--- src/rtl/vga_timing_gen_if.sv ---
// Raster-timing bundle from vga_timing_gen to its consumers (color_mapper, DAC pins).
// The master modport drives everything; consumers take the slave modport.
interface vga_timing_gen_if;
  logic       pixel_tick;
  logic       hs;
  logic       vs;
  logic       blank_n;
  logic       sync_n;
  logic [9:0] DrawX;
  logic [9:0] DrawY;
  logic       line_start;
  logic       frame_start;
  logic [7:0] frame_count;

  modport master (
    output pixel_tick, hs, vs, blank_n, sync_n,
    output DrawX, DrawY, line_start, frame_start, frame_count
  );

  modport slave (
    input pixel_tick, hs, vs, blank_n, sync_n,
    input DrawX, DrawY, line_start, frame_start, frame_count
  );
endinterface

--- src/rtl/vga_timing_gen.sv ---
// 640x480@60Hz VGA raster timing from the 50 MHz clock (pixel rate = Clk / CLK_DIV).
// Optional PIXEL_LEAD_EN: hs/vs/blank_n lag DrawX/DrawY by one pixel to cover RAM read latency.
module vga_timing_gen #(
  parameter int CLK_DIV   = 2,
  parameter int H_VISIBLE = 640,
  parameter int H_FRONT   = 16,
  parameter int H_SYNC    = 96,
  parameter int H_BACK    = 48,
  parameter int V_VISIBLE = 480,
  parameter int V_FRONT   = 10,
  parameter int V_SYNC    = 2,
  parameter int V_BACK    = 33
) (
  input  logic              Clk,
  input  logic              Reset,
  vga_timing_gen_if.master  vga
);

  localparam int H_TOTAL      = H_VISIBLE + H_FRONT + H_SYNC + H_BACK;
  localparam int V_TOTAL      = V_VISIBLE + V_FRONT + V_SYNC + V_BACK;
  localparam int H_SYNC_START = H_VISIBLE + H_FRONT;
  localparam int H_SYNC_END   = H_SYNC_START + H_SYNC;
  localparam int V_SYNC_START = V_VISIBLE + V_FRONT;
  localparam int V_SYNC_END   = V_SYNC_START + V_SYNC;
  localparam int DIV_W        = (CLK_DIV > 1) ? $clog2(CLK_DIV) : 1;

  logic [DIV_W-1:0] r_div_cnt;
  logic [DIV_W-1:0] w_div_next;
  logic             r_pixel_tick;
  logic             w_tick_next;

  logic [9:0]       r_draw_x;
  logic [9:0]       r_draw_y;
  logic [9:0]       w_x_next;
  logic [9:0]       w_y_next;
  logic             w_x_wrap;
  logic             w_y_wrap;

  logic             r_line_start;
  logic             r_frame_start;
  logic [7:0]       r_frame_count;

  // Bit order {hs, vs, blank_n}; these track the counters with zero latency.
  logic [2:0]       r_sync_aligned;
  logic [2:0]       w_sync_next;
  logic [2:0]       w_sync_out;

  always_comb begin
    w_div_next = (r_div_cnt == DIV_W'(CLK_DIV - 1)) ? '0 : r_div_cnt + DIV_W'(1);
    // Tick is registered but reflects the divider value it is stored alongside.
    w_tick_next = (w_div_next == DIV_W'(CLK_DIV - 1));
  end

  always_comb begin
    w_x_wrap = r_pixel_tick && (r_draw_x == 10'(H_TOTAL - 1));
    w_y_wrap = w_x_wrap && (r_draw_y == 10'(V_TOTAL - 1));
    w_x_next = r_draw_x;
    w_y_next = r_draw_y;
    if (r_pixel_tick) begin
      if (w_x_wrap) begin
        w_x_next = '0;
        w_y_next = w_y_wrap ? 10'd0 : r_draw_y + 10'd1;
      end else begin
        w_x_next = r_draw_x + 10'd1;
      end
    end
  end

  // Decoding the next counter values keeps sync/blank in step with DrawX/DrawY.
  always_comb begin
    w_sync_next[2] = !((w_x_next >= 10'(H_SYNC_START)) && (w_x_next < 10'(H_SYNC_END)));
    w_sync_next[1] = !((w_y_next >= 10'(V_SYNC_START)) && (w_y_next < 10'(V_SYNC_END)));
    w_sync_next[0] = (w_x_next < 10'(H_VISIBLE)) && (w_y_next < 10'(V_VISIBLE));
  end

  always_ff @(posedge Clk) begin
    if (Reset) begin
      r_div_cnt      <= '0;
      r_pixel_tick   <= 1'b0;
      r_draw_x       <= '0;
      r_draw_y       <= '0;
      r_line_start   <= 1'b0;
      r_frame_start  <= 1'b0;
      r_frame_count  <= '0;
      r_sync_aligned <= 3'b111;
    end else begin
      r_div_cnt      <= w_div_next;
      r_pixel_tick   <= w_tick_next;
      r_draw_x       <= w_x_next;
      r_draw_y       <= w_y_next;
      r_line_start   <= w_x_wrap;
      r_frame_start  <= w_y_wrap;
      r_sync_aligned <= w_sync_next;
      if (w_y_wrap) begin
        r_frame_count <= r_frame_count + 8'd1;
      end
    end
  end

`ifdef PIXEL_LEAD_EN
  // Delayed copies start blanked with syncs inactive; each captures on the pixel edge.
  localparam logic [2:0] LEAD_RST = 3'b110;
  logic [2:0] r_sync_lead;

  generate
    for (genvar gi = 0; gi < 3; gi++) begin : g_lead
      always_ff @(posedge Clk) begin
        if (Reset) begin
          r_sync_lead[gi] <= LEAD_RST[gi];
        end else if (r_pixel_tick) begin
          r_sync_lead[gi] <= r_sync_aligned[gi];
        end
      end
    end
  endgenerate

  assign w_sync_out = r_sync_lead;
`else
  assign w_sync_out = r_sync_aligned;
`endif

  assign vga.pixel_tick  = r_pixel_tick;
  assign vga.hs          = w_sync_out[2];
  assign vga.vs          = w_sync_out[1];
  assign vga.blank_n     = w_sync_out[0];
  assign vga.sync_n      = 1'b0;
  assign vga.DrawX       = r_draw_x;
  assign vga.DrawY       = r_draw_y;
  assign vga.line_start  = r_line_start;
  assign vga.frame_start = r_frame_start;
  assign vga.frame_count = r_frame_count;

endmodule

--- src/flat_wrapper.sv ---
// flat-port wrapper written by rule: the top's interface ports become plain ports
module vga_timing_gen_flat 
#(
  parameter int CLK_DIV   = 2,
  parameter int H_VISIBLE = 640,
  parameter int H_FRONT   = 16,
  parameter int H_SYNC    = 96,
  parameter int H_BACK    = 48,
  parameter int V_VISIBLE = 480,
  parameter int V_FRONT   = 10,
  parameter int V_SYNC    = 2,
  parameter int V_BACK    = 33
)
  (Clk, Reset, vga_pixel_tick, vga_hs, vga_vs, vga_blank_n, vga_sync_n, vga_DrawX, vga_DrawY, vga_line_start, vga_frame_start, vga_frame_count);
  vga_timing_gen_if vga_i ();
  input  logic Clk;
  input  logic Reset;
  output wire logic [$bits(vga_i.pixel_tick)-1:0] vga_pixel_tick;
  output wire logic [$bits(vga_i.hs)-1:0] vga_hs;
  output wire logic [$bits(vga_i.vs)-1:0] vga_vs;
  output wire logic [$bits(vga_i.blank_n)-1:0] vga_blank_n;
  output wire logic [$bits(vga_i.sync_n)-1:0] vga_sync_n;
  output wire logic [$bits(vga_i.DrawX)-1:0] vga_DrawX;
  output wire logic [$bits(vga_i.DrawY)-1:0] vga_DrawY;
  output wire logic [$bits(vga_i.line_start)-1:0] vga_line_start;
  output wire logic [$bits(vga_i.frame_start)-1:0] vga_frame_start;
  output wire logic [$bits(vga_i.frame_count)-1:0] vga_frame_count;
  assign vga_pixel_tick = vga_i.pixel_tick;
  assign vga_hs = vga_i.hs;
  assign vga_vs = vga_i.vs;
  assign vga_blank_n = vga_i.blank_n;
  assign vga_sync_n = vga_i.sync_n;
  assign vga_DrawX = vga_i.DrawX;
  assign vga_DrawY = vga_i.DrawY;
  assign vga_line_start = vga_i.line_start;
  assign vga_frame_start = vga_i.frame_start;
  assign vga_frame_count = vga_i.frame_count;
  vga_timing_gen #(.CLK_DIV(CLK_DIV), .H_VISIBLE(H_VISIBLE), .H_FRONT(H_FRONT), .H_SYNC(H_SYNC), .H_BACK(H_BACK), .V_VISIBLE(V_VISIBLE), .V_FRONT(V_FRONT), .V_SYNC(V_SYNC), .V_BACK(V_BACK)) u_core (.Clk(Clk), .Reset(Reset), .vga(vga_i));
endmodule
--- config.mk ---
export PLATFORM = sky130hd
export DESIGN_NAME = vga_timing_gen_flat
export DESIGN_NICKNAME = d
export VERILOG_FILES = /design/src/rtl/vga_timing_gen_if.sv /design/src/rtl/vga_timing_gen.sv /design/src/flat_wrapper.sv
export SDC_FILE = /design/constraint.sdc
export NUM_CORES = 1
export LEC_CHECK = 0
export ABC_AREA = 1
export CORE_ASPECT_RATIO = 1.5
export CORE_UTILIZATION = 30
export CTS_BUF_LIST = sky130_fd_sc_hd__clkbuf_8
export DETAILED_ROUTE_END_ITERATION = 10
export HOLD_SLACK_MARGIN = 0.05
export PLACE_DENSITY_LB_ADDON = 0.15
export SKIP_LAST_GASP = 1
export SYNTH_ARGS = -nofsm -noshare
export SYNTH_HDL_FRONTEND = slang
export SYNTH_SLANG_ARGS = --single-unit
--- constraint.sdc ---
create_clock -name Clk -period 2.4 [get_ports Clk]
set_input_delay 0.24 -clock Clk [delete_from_list [all_inputs] [get_ports Clk]]
set_output_delay 0.24 -clock Clk [all_outputs]
set_load 0.03 [all_outputs]
==> results.toml <==
[grt]
grt_pass1_vias = 1778
grt.total_usage = 0.162
antenna_violations_before_repair = 0
grt.overflow.total = 0
grt_start_max_net_pins = 13
wire_length_of_the_first_global_routing_pass_um = 8050

[routing]
detailed_router_s_first_iteration_violation_count = 105
detail_route.vias_per_cell = 4.65
average_wire_per_cell_in_the_routed_design_um = 12.1
ant_nets = 0
route.vias.total = 1812
drt_pass1_iterations = 4
drc_errors_left = 0
postRouteWirelength_um = 4730

[cells_and_area]
nNetsFinal = 323
layout_commonest_cell = "nand2_1"
post_route_cells_drive_above_1_share = 0.0660
fillers = 654
area_delta_synth_final_pct = 29.3
antenna_cells_inserted = 0
utilization = 0.405
most_used_cells_in_the_layout_excluding_fill_and_tap_cells = "nand2_1, nor2_1, inv_1"

[logic_synthesis]
syn_inst = 278
synth_cell_area_um2 = 1840
synth_edf_count = 0
combinational_family_with_the_most_area_after_synthesis = "simple AND/OR/NAND/NOR gates"
synth.avg_cell_area_um2 = 6.62
synth_xor_xnor_area_share = 0.0333
post_synth_fa_ha_maj_area_fraction = 0.0272
post_synth_arst_share = 0
synth.mux.area_fraction = 0
ys_seq_elements = 34
yosys_warnings = 0
synth_simple_gate_area_frac = 0.412
ys_seq_area_frac = 0.370
yosys_most_used_dff = "dfxtp_1"
compound_cell_area_share_of_the_yosys_netlist = 0.0551
postSynthNetCount = 284
yosysUniqueCellTypes = 29

[clock_tree]
clock_tree_from_tritoncts = "yes"
post_cts_hold_buffer_count = 0
clk_root_buffer_cell = "clkbuf_8"
number_of_gates_resized_after_cts = 0
cts_setup_buffers = 0
cts.htree.levels = 2
tritoncts.num_buffers = 5
ctsLongestPathBuffers = 2
clock_insertion_delay_worst_skew_ns = 0.28
clk_pin_slew_ns = 0.07
cts_sinks = 34

[timing]
slew_violations = 0
finalHoldViolations = 0
rsz0062_at_grt = "false"
timing.clock.skew_ns = 0.00671
final_period_minus_worst_setup_slack_ns = 1.82
setup_violations = 0
setup_tns_ns = 0
fmax_achieved_mhz = 551
max_slew_margin = 0.654
worstMarginPinSlew_ns = 0.518
min_period_over_period = 0.757

[floorplan]
design.die.area_um2 = 6450
fp.coreArea_um2 = 5870
die_y_um = 97.9
start_util = 0.313
floorplan.die.width_um = 65.9
boundary_pin_count = 37
floorplan.rows = 34

[setup_path]
worst-r2r-setup-slack_ns = 0.58
worstPathCellList = "nand2_1, nor2_4, nand2_2, nand2_1, nand2_1, inv_1, nand2_1, nor2_1, nand2_1, nor2_1, nand3_1"
worst_flop_to_flop_path_endpoint = "u_core.r_sync_aligned[1]"
crit_end = "u_core.r_sync_aligned[1]"
worst_path_most_repeated_cell = "nand2_1"
worst_r2r_path_depth = 11
worst_setup_path_startpoint = "u_core.r_div_cnt"
path_depth = 11
cp-start-kind = "flop"
critPathMaxFanout = 9
arrival_ns = 1.99
cp_slowest_stage_delay_ns = 0.51
worst_path_max_delay_cell = "dfxtp_1"
critical-path-top-delay-family = "simple AND/OR/NAND/NOR gates"
worst-setup-path-type = "flop to flop"
cp-end-kind = "flop"
path_buf_inv = 1
r2r_start = "u_core.r_div_cnt"
cp.required_ns = 2.57

[place]
placement.io_buffers = 35
post_detail_place_hpwl_um = 3700
routabilityCongestion = 0.829

[power_and_ir_drop]
leakage_uw = 0.00105
pwr_density_cell_nw_per_um2 = 468
power.ir.vdd_worst_uv = 211

[run_status]
status = "finished clean"

[job]
max_cap_violations = 0

[min_path]
timing.hold.worst.class = "flop to flop"
registers in the layout, indices dropped and copies added (netlist names):
register	count
u_core.r_sync_aligned	3
u_core.vga.DrawX	10
u_core.vga.frame_start	1
u_core.vga.DrawY	10
u_core.vga.frame_count	8
u_core.vga.line_start	1
u_core.r_div_cnt	1
metrics by stage:
step / area, µm² / instances / hold slack, ns / power (µW) / setup slack, ns
floorplan: 1840 / 278 / 0.529 / 614 / 0.649
global placement: 2270 / 382 / 0.460 / 629 / 0.566
detailed placement: 2270 / 382 / 0.462 / 629 / 0.571
CTS: 2380 / 390 / 0.475 / 1140 / 0.552
global route: 2380 / 390 / 0.524 / 1170 / 0.284
finish: 2380 / 390 / 0.468 / 1110 / 0.584
cell usage after synthesis (2+ instances only):
master    number  area [µm²]
a21oi_1        7        35.0
buf_4          2        15.0
clkbuf_1       3        11.3
dfxtp_1       34         681
ha_1           4        50.1
inv_1         41         154
nand2_1       67         251
nand2_2        2        12.5
nand3_1       30         150
nand3b_1       2        15.0
nand4_1        6        37.5
nor2_1        44         165
nor2_2         2        12.5
nor2_4         4        45.0
nor3_1         5        25.0
o21ai_0        7        35.0
xor2_1         6        52.6
metal layers:
layer / global-route usage / part of all wire / vias to the layer above
met4: 0.0638 / 0.021 / 0
met1: 0.177 / 0.41 / 804
met3: 0.0315 / 0.035 / 9
met5: 0 / 0 / -
li1: - / - / 948
met2: 0.297 / 0.54 / 51
report_power, final:
part           switching [µW]  internal (µW)  total (µW)
sequential               5.74            568         573
clock                     208            290         498
combinational            27.5           14.6        42.1
tightest hold or removal path, cell delays in order, from the launching register on:
cell	delay, ns
dfxtp_1	0.31
inv_1	0.06
a21oi_1	0.05
cells by family (layout without fill, tap and decap cells):
group                      Yosys count  after routing
adders and majority gates            4              4
AOI/OAI and AO/OA                   18             18
and+or+nand+nor                    167            167
other                                1              1
buffers and inverters               47             87
xor gates and xnor gates             7              7
DFF                                 34             34
worst min-delay path by stage:
stage | start | end | slack [ns] | cells after the start
after CTS | u_core.vga.frame_count[7] | u_core.vga.frame_count[7] | 0.48 | 2
after global routing | u_core.vga.frame_count[7] | u_core.vga.frame_count[7] | 0.52 | 2
after detailed placement | u_core.vga.frame_count[7] | u_core.vga.frame_count[7] | 0.46 | 2
after floorplan | Reset | u_core.r_div_cnt | 0.53 | 2
after global placement | u_core.vga.frame_count[7] | u_core.vga.frame_count[7] | 0.46 | 2
final | u_core.vga.frame_count[7] | u_core.vga.frame_count[7] | 0.47 | 2
area by class of cell:
class                      count  area (µm²)  area share
timing repair buffer          37         365       0.154
multi-input combinational    197         973       0.409
tap                           72        90.1      0.0379
inverter                      42         159      0.0668
clock buffer                   8         110      0.0463
sequential                    34         681       0.286
Note: power is estimated with default switching activity, not from simulation.
